File: src/rtl/gnn_result_unloader.sv
// rtl/gnn_result_unloader.sv - captures one frame of per-node class scores and streams it out word by word
// Eight words per frame (node0 out0 .. node3 out1), each tagged with its index and the node's argmax.
module gnn_result_unloader #(
   parameter int OUT_W = 21
) (
   input  logic                    clk,
   input  logic                    rst_n,
   input  logic signed [OUT_W-1:0] out0_node0,
   input  logic signed [OUT_W-1:0] out0_node1,
   input  logic signed [OUT_W-1:0] out0_node2,
   input  logic signed [OUT_W-1:0] out0_node3,
   input  logic signed [OUT_W-1:0] out1_node0,
   input  logic signed [OUT_W-1:0] out1_node1,
   input  logic signed [OUT_W-1:0] out1_node2,
   input  logic signed [OUT_W-1:0] out1_node3,
   input  logic                    out10_ready_node0,
   input  logic                    out10_ready_node1,
   input  logic                    out10_ready_node2,
   input  logic                    out10_ready_node3,
   input  logic                    out11_ready_node0,
   input  logic                    out11_ready_node1,
   input  logic                    out11_ready_node2,
   input  logic                    out11_ready_node3,
   input  logic                    clr_err,
   output logic signed [OUT_W-1:0] res_data,
   output logic [2:0]              res_tag,
   output logic                    res_argmax,
   output logic                    res_valid,
   input  logic                    res_ready,
   output logic                    res_last,
   output logic                    err_partial,
   output logic                    err_overflow,
   output logic [7:0]              frame_cnt
);

   typedef enum logic {IDLE, SEND} state_t;

   state_t                  state_q, state_d;
   logic [2:0]              idx_q, idx_d;
   logic signed [OUT_W-1:0] buf_q [8];
   logic signed [OUT_W-1:0] buf_d [8];
   logic [3:0]              am_q, am_d;
   logic [7:0]              frame_cnt_q, frame_cnt_d;
   logic                    err_partial_q, err_partial_d;
   logic                    err_overflow_q, err_overflow_d;

   logic [7:0]              rdy;
   logic                    cap_evt;
   logic                    part_evt;
   logic signed [OUT_W-1:0] scores [8];

   always_comb begin
      rdy = {out11_ready_node3, out10_ready_node3, out11_ready_node2, out10_ready_node2,
             out11_ready_node1, out10_ready_node1, out11_ready_node0, out10_ready_node0};
      cap_evt  = &rdy;
      part_evt = (|rdy) & ~(&rdy);

      // buffer index matches res_tag: {node, score}
      scores[0] = out0_node0;
      scores[1] = out1_node0;
      scores[2] = out0_node1;
      scores[3] = out1_node1;
      scores[4] = out0_node2;
      scores[5] = out1_node2;
      scores[6] = out0_node3;
      scores[7] = out1_node3;
   end

   always_comb begin
      state_d     = state_q;
      idx_d       = idx_q;
      buf_d       = buf_q;
      am_d        = am_q;
      frame_cnt_d = frame_cnt_q;
      res_data    = '0;
      res_tag     = 3'd0;
      res_argmax  = 1'b0;
      res_valid   = 1'b0;
      res_last    = 1'b0;

      // a new event outranks a simultaneous clear
      err_partial_d  = part_evt | (err_partial_q & ~clr_err);
      err_overflow_d = (cap_evt & (state_q == SEND)) | (err_overflow_q & ~clr_err);

      case (state_q)
         IDLE: begin
            if (cap_evt) begin
               buf_d   = scores;
               am_d[0] = out1_node0 > out0_node0;
               am_d[1] = out1_node1 > out0_node1;
               am_d[2] = out1_node2 > out0_node2;
               am_d[3] = out1_node3 > out0_node3;
               idx_d   = 3'd0;
               state_d = SEND;
            end
         end
         SEND: begin
            res_valid  = 1'b1;
            res_data   = buf_q[idx_q];
            res_tag    = idx_q;
            res_argmax = am_q[idx_q[2:1]];
            res_last   = (idx_q == 3'd7);
            if (res_ready) begin
               if (idx_q == 3'd7) begin
                  idx_d       = 3'd0;
                  state_d     = IDLE;
                  frame_cnt_d = frame_cnt_q + 8'd1;
               end else begin
                  idx_d = idx_q + 3'd1;
               end
            end
         end
         default: state_d = IDLE;
      endcase
   end

   always_ff @(posedge clk or negedge rst_n) begin
      if (!rst_n) begin
         state_q        <= IDLE;
         idx_q          <= 3'd0;
         am_q           <= 4'd0;
         frame_cnt_q    <= 8'd0;
         err_partial_q  <= 1'b0;
         err_overflow_q <= 1'b0;
         for (int i = 0; i < 8; i++) buf_q[i] <= '0;
      end else begin
         state_q        <= state_d;
         idx_q          <= idx_d;
         am_q           <= am_d;
         frame_cnt_q    <= frame_cnt_d;
         err_partial_q  <= err_partial_d;
         err_overflow_q <= err_overflow_d;
         for (int i = 0; i < 8; i++) buf_q[i] <= buf_d[i];
      end
   end

   assign err_partial  = err_partial_q;
   assign err_overflow = err_overflow_q;
   assign frame_cnt    = frame_cnt_q;

endmodule

File: config.mk
export PLATFORM = sky130hd
export DESIGN_NAME = gnn_result_unloader
export DESIGN_NICKNAME = d
export VERILOG_FILES = /design/src/rtl/gnn_result_unloader.sv
export SDC_FILE = /design/constraint.sdc
export NUM_CORES = 1
export LEC_CHECK = 0
export CAP_MARGIN = 5
export CORE_UTILIZATION = 50
export CTS_CLUSTER_DIAMETER = 150
export DETAILED_ROUTE_END_ITERATION = 8
export PLACE_DENSITY = 0.75
export SLEW_MARGIN = 40
export SYNTH_ARGS = -nofsm -noshare
export SYNTH_HDL_FRONTEND = slang
export SYNTH_SLANG_ARGS = --single-unit
File: constraint.sdc
create_clock -name clk -period 1.96 [get_ports clk]
set_input_delay 0.294 -clock clk [delete_from_list [all_inputs] [get_ports clk]]
set_output_delay 0.294 -clock clk [all_outputs]
set_load 0.01 [all_outputs]
; ---- Word level (Yosys, flattened, before mapping)
; Index checks and enable logic that the tools add are counted.
; Widths: inputs -> output; s select.
[word_totals]
register_bits = 186
output_inout_bits = 37
elab_cells = 58
[classes]
n_addsub = 2
magnitude_cmp = 6
eq_ne = 3
n_mux = 18
bitwise_logic = 10
n_reduce_logical = 5
[ops]
columns = op, n
row1 = $gt 21x21->1, 4
row2 = $bmux 21 s3, 1
row3 = $mux 21, 3
row4 = $mux 3, 4
row5 = $reduce_and 9->1, 1
row6 = $add 8x1->8 const B, 1
row7 = $reduce_and 8->1, 1
row8 = $reduce_or 8->1, 1
row9 = $mux 1, 7
row10 = $pmux 3 s2, 1
row11 = $and 1x1->1, 4
row12 = $ge 4x4->1 const B, 1
row13 = $ne 2x2->1 const B, 2
row14 = $not 3->4, 1
row15 = $add 3x1->3 const B, 1
row16 = $eq 3x3->1 const B, 1
row17 = $lt 2x3->1 const B, 1
row18 = $not 1->1, 3
row19 = $reduce_and 3->1, 1
row20 = $bmux 1 s2, 1
row21 = $or 1x1->1, 2
row22 = $pmux 1 s2, 1
row23 = $reduce_and 2->1, 1

; ---- Logic depth before layout (Yosys ltp)
[depth]
depth_word = 5
mapped_depth = 8
mapped_depth_nobuf = 8

; ---- Worst setup path after synthesis
; No wires, ideal clock.
[synth_path]
kind = reg-to-output
from = reg idx_q[0]
to = out res_data[14]
t_arrival_ns = 1.485
t_required_ns = 1.666
slack_ns = 0.181
stages_incl_launch_ff = 6
path_buffers = 2
cell_sequence = dfrtp_1 > buf_4 > buf_2 > mux4_2 > mux2i_1 > nor2b_1
[synth_between]
elab_chain_len = 5
[synth_rtl]
columns = item, line
row1 = from (decl), 39  ; logic [2:0] idx_q, idx_d;
row2 = from (signal assigned), 128  ; idx_q <= idx_d;
row3 = $not 3->4 (not written as such), 99  ; res_data = buf_q[idx_q];
row4 = $bmux 21 s3, 99
row5 = $mux 21 (not written as such) (2 in a row), 99
row6 = $mux 21, 85  ; case (state_q)
row7 = to (decl), 25  ; output logic signed [OUT_W-1:0] res_data,
; No other way between the ends. The select of a mux whose other input is x is not followed.

; ---- Worst setup path after layout
[layout_path]
from = reg idx_q[0]
to = out res_data[10]
; The elaborated chain is that of the path after synthesis.

==> impl_results.md <==
- Row count: between 50 and 60
- DR WL/cell: 19.33 um
- Max Cap Viol: 0
- DRT Pass-1 Iters: 8
- Via density: approximately 5.6
- Crit-path max FO: 6
- Final Skew: 0.006589 ns
- CTS tree: done
- CTS Buf Count: 17
- CTS Buffer Depth: 2
- Non-Filler Instances: roughly 1800
- Setup-failing EPs final: 29
- First-pass GRT wire length: 49.94 mm
- Register bit count reported by yosys: between 150 and 200
- Initial drt markers: 649
- Failing checks: setup timing
- Overflow after GRT: 0
- Fill count: about 1400
- Initial Util: between 50% and 60%
- P_leak: a little under 8 nW
- CORE AREA: between 20000 and 25000 um2
- Largest net degree at the start of global routing: slightly above 70
- Clk Latency, worst-skew pair: approximately 0.45 ns
- Critical path class: reg2out
- Layout area overhead: 46.87%
- Share of flip-flops with an asynchronous set or reset: 100.0%
- Reg2Reg Setup Slack: -0.21 ns
- Routed WL: between 30 and 40 mm
- Avg Cell Area, Syn: approximately 9.5 um2
- EDFF count, synth: 0
- Initial antenna violation count: 1
- Actual slew at the worst max-slew pin: about 0.56 ns
- Pwr dens: 783.5 nW/um2
- Critical Path AT: 2.18 ns
- Register area: about 4700 um2
- CP required: 1.67 ns
- Max frequency: around 0.40 GHz
- Number of distinct library cells after synthesis: 44
- Synth top area cells: dfrtp_1, nand2_1, ha_1
- Sequential share of the synthesized area: around 44%
- H-tree depth: 4
- Chip height: approximately 150 um
- Clock sink total: approximately 190
- Mapped Area: 10570 um2
- Vias: slightly below 10000
- Fin crit period: approximately 2.5 ns
- Dominant cell type by area after synthesis: dfrtp_1
- IO Pins: about 220
- Final Max Slew Viols: 0
- Clk slew on worst S/H paths: approximately 0.070 ns
- Die area: roughly 22000 um2
- Period Utilization, post-route: 126.1%
- Hpwl dp: between 20 and 25 mm
- Max_slew headroom: between 60% and 70%
- Placed cell count: 1684
- # nets final: roughly 1700
- Multi-input gate area: around 5700 um2
- Cells after Synth: 1117
- Port Buffers: 216
- RSZ-0062 raised after global routing: true
- GRT Total Usage: a little under a third
- Share of the synthesized area in the top cell type: ~44%
- DR DRC count: 0
- CP endpoint kind: output port
- Count leader, synth: nand2_1
- Clock root cell: clkbuf_16
- Hold Crit Class: in2reg
- Hold Vio Cnt, Final: 0
- Die Span X: about 150 um
- Top post-synthesis cells by count: nand2_1, dfrtp_1, ha_1, inv_1, o21ai_1
- Final worst slack: -0.5113 ns
- Vias in the first global route: 9592
- Net Count, Synth: between 1000 and 1500
- Yosys warning count: 0
- Antenna Nets Post-Route: 0
- Run status: finished with violations
- Placer congestion estimate: ~0.84
- Max VDD drop: between 600 and 700 uV
- Most used DFF post-synth: dfrtp_1
- Pre-CTS WS: -0.5638 ns
- Share of cells above drive strength 1: 23.42%
- Worst Setup Start Kind: flop
==> state kept, by name (all words and copies together) (netlist names) <==
signal        cells
err_overflow      1
frame_cnt         8
idx_q             3
err_partial       1
buf_q           168
am_q              4
state_q           1
==> final timing paths <==
kind | startpoint | depth (start not counted) | to
worst max register to register | idx_q[0]$_DFFE_PN0P_ | 12 | frame_cnt[7]$_DFFE_PN0P_
max in group asynchronous | rst_n | 3 | buf_q[81]$_DFFE_PN0P_
worst min-delay path | out1_node3[17] | 3 | buf_q[17]$_DFFE_PN0P_
min in group asynchronous | rst_n | 2 | buf_q[97]$_DFFE_PN0P_
worst max-delay path | idx_q[0]$_DFFE_PN0P_ | 6 | res_data[10]
worst min register to register | buf_q[49]$_DFFE_PN0P_ | 2 | buf_q[49]$_DFFE_PN0P_
==> cell type report <==
type | instances | share of cell area (%)
clock inverter | 15 | 1.185
timing repair buffer | 390 | 24.86
sequential | 186 | 30.00
clock buffer | 17 | 2.741
antenna | 1 | 0.01612
tap | 270 | 2.176
multi-input combinational | 791 | 36.92
inverter | 87 | 2.104
==> where the power goes <==
group / switching [mW] / internal [mW]
clock network: 1.69 / 1.94
registers: 0.210 / 4.15
logic: 1.82 / 2.35
==> cells in the final DEF (no fill, tap or decap), types with 19 or more instances in the layout <==
cell	instances
nand2_1	369
dfrtp_1	184
clkdlybuf4s50_1	170
buf_4	135
o21ai_1	89
inv_1	71
ha_1	62
mux4_2	43
a21oi_1	31
ha_4	25
nor2b_1	23
mux2i_1	21
nand4_1	21
clkbuf_16	20
buf_2	20
dlymetal6s2s_1	19
==> worst max-delay path, stage by stage (launching register included) <==
cell and delay [ns]:
dfrtp_2 0.40, buf_6 0.16, buf_12 0.15, mux4_2 0.57
mux2i_1 0.22, nor2b_1 0.07, buf_2 0.14
==> layer usage <==
| layer | vias to the layer above | GRT usage, % | share of wire [%] |
|---|---|---|---|
| li1 | 4501 | - | - |
| met1 | 4739 | 39.89 | 40 |
| met2 | 450 | 49.43 | 49 |
| met3 | 76 | 5.278 | 7.2 |
| met4 | 0 | 12.89 | 3.8 |
| met5 | - | 0 | 0 |
==> stage by stage <==
stage | utilization (%) | instance area, um2 | setup TNS, ns | hold WS (ns) | power [mW]
floorplan | - | 10570 | 0 | -0.001591 | 6.103
global placement | 67.91 | 13920 | -18.30 | 0.3059 | 7.473
detailed placement | 67.91 | 13920 | -23.83 | 0.3100 | 7.544
CTS | 72.86 | 14930 | -9.653 | 0.3974 | 12.00
global route | 75.73 | 15520 | -12.14 | 0.1520 | 12.66
finish | 75.74 | 15520 | -10.28 | 0.1462 | 12.16
==> repair_timing <==
action / CTS / global route
gates cloned: 6 / 7
endpoints found under the hold margin: 47 / 0
setup buffers: 20 / 9
setup endpoints to repair: 29 / 100
hold buffers: 1 / 0
resized for setup: 129 / 88
pin swaps: 7 / 41
==> cells by family (layout without fill, tap and decap cells) <==
group                      Yosys count  after routing  share of synthesized area, %
xor gates and xnor gates             9              9                        0.7459
and+or+nand+nor                    458            461                         18.33
DFF                                186            186                         44.04
muxes                               68             68                         11.57
buffers and inverters              143            509                         6.227
AOI/OAI and AO/OA                  166            166                         8.796
adders and majority gates           87             87                         10.30
other                                0              1                             0
(Power assumes the default switching activity.)
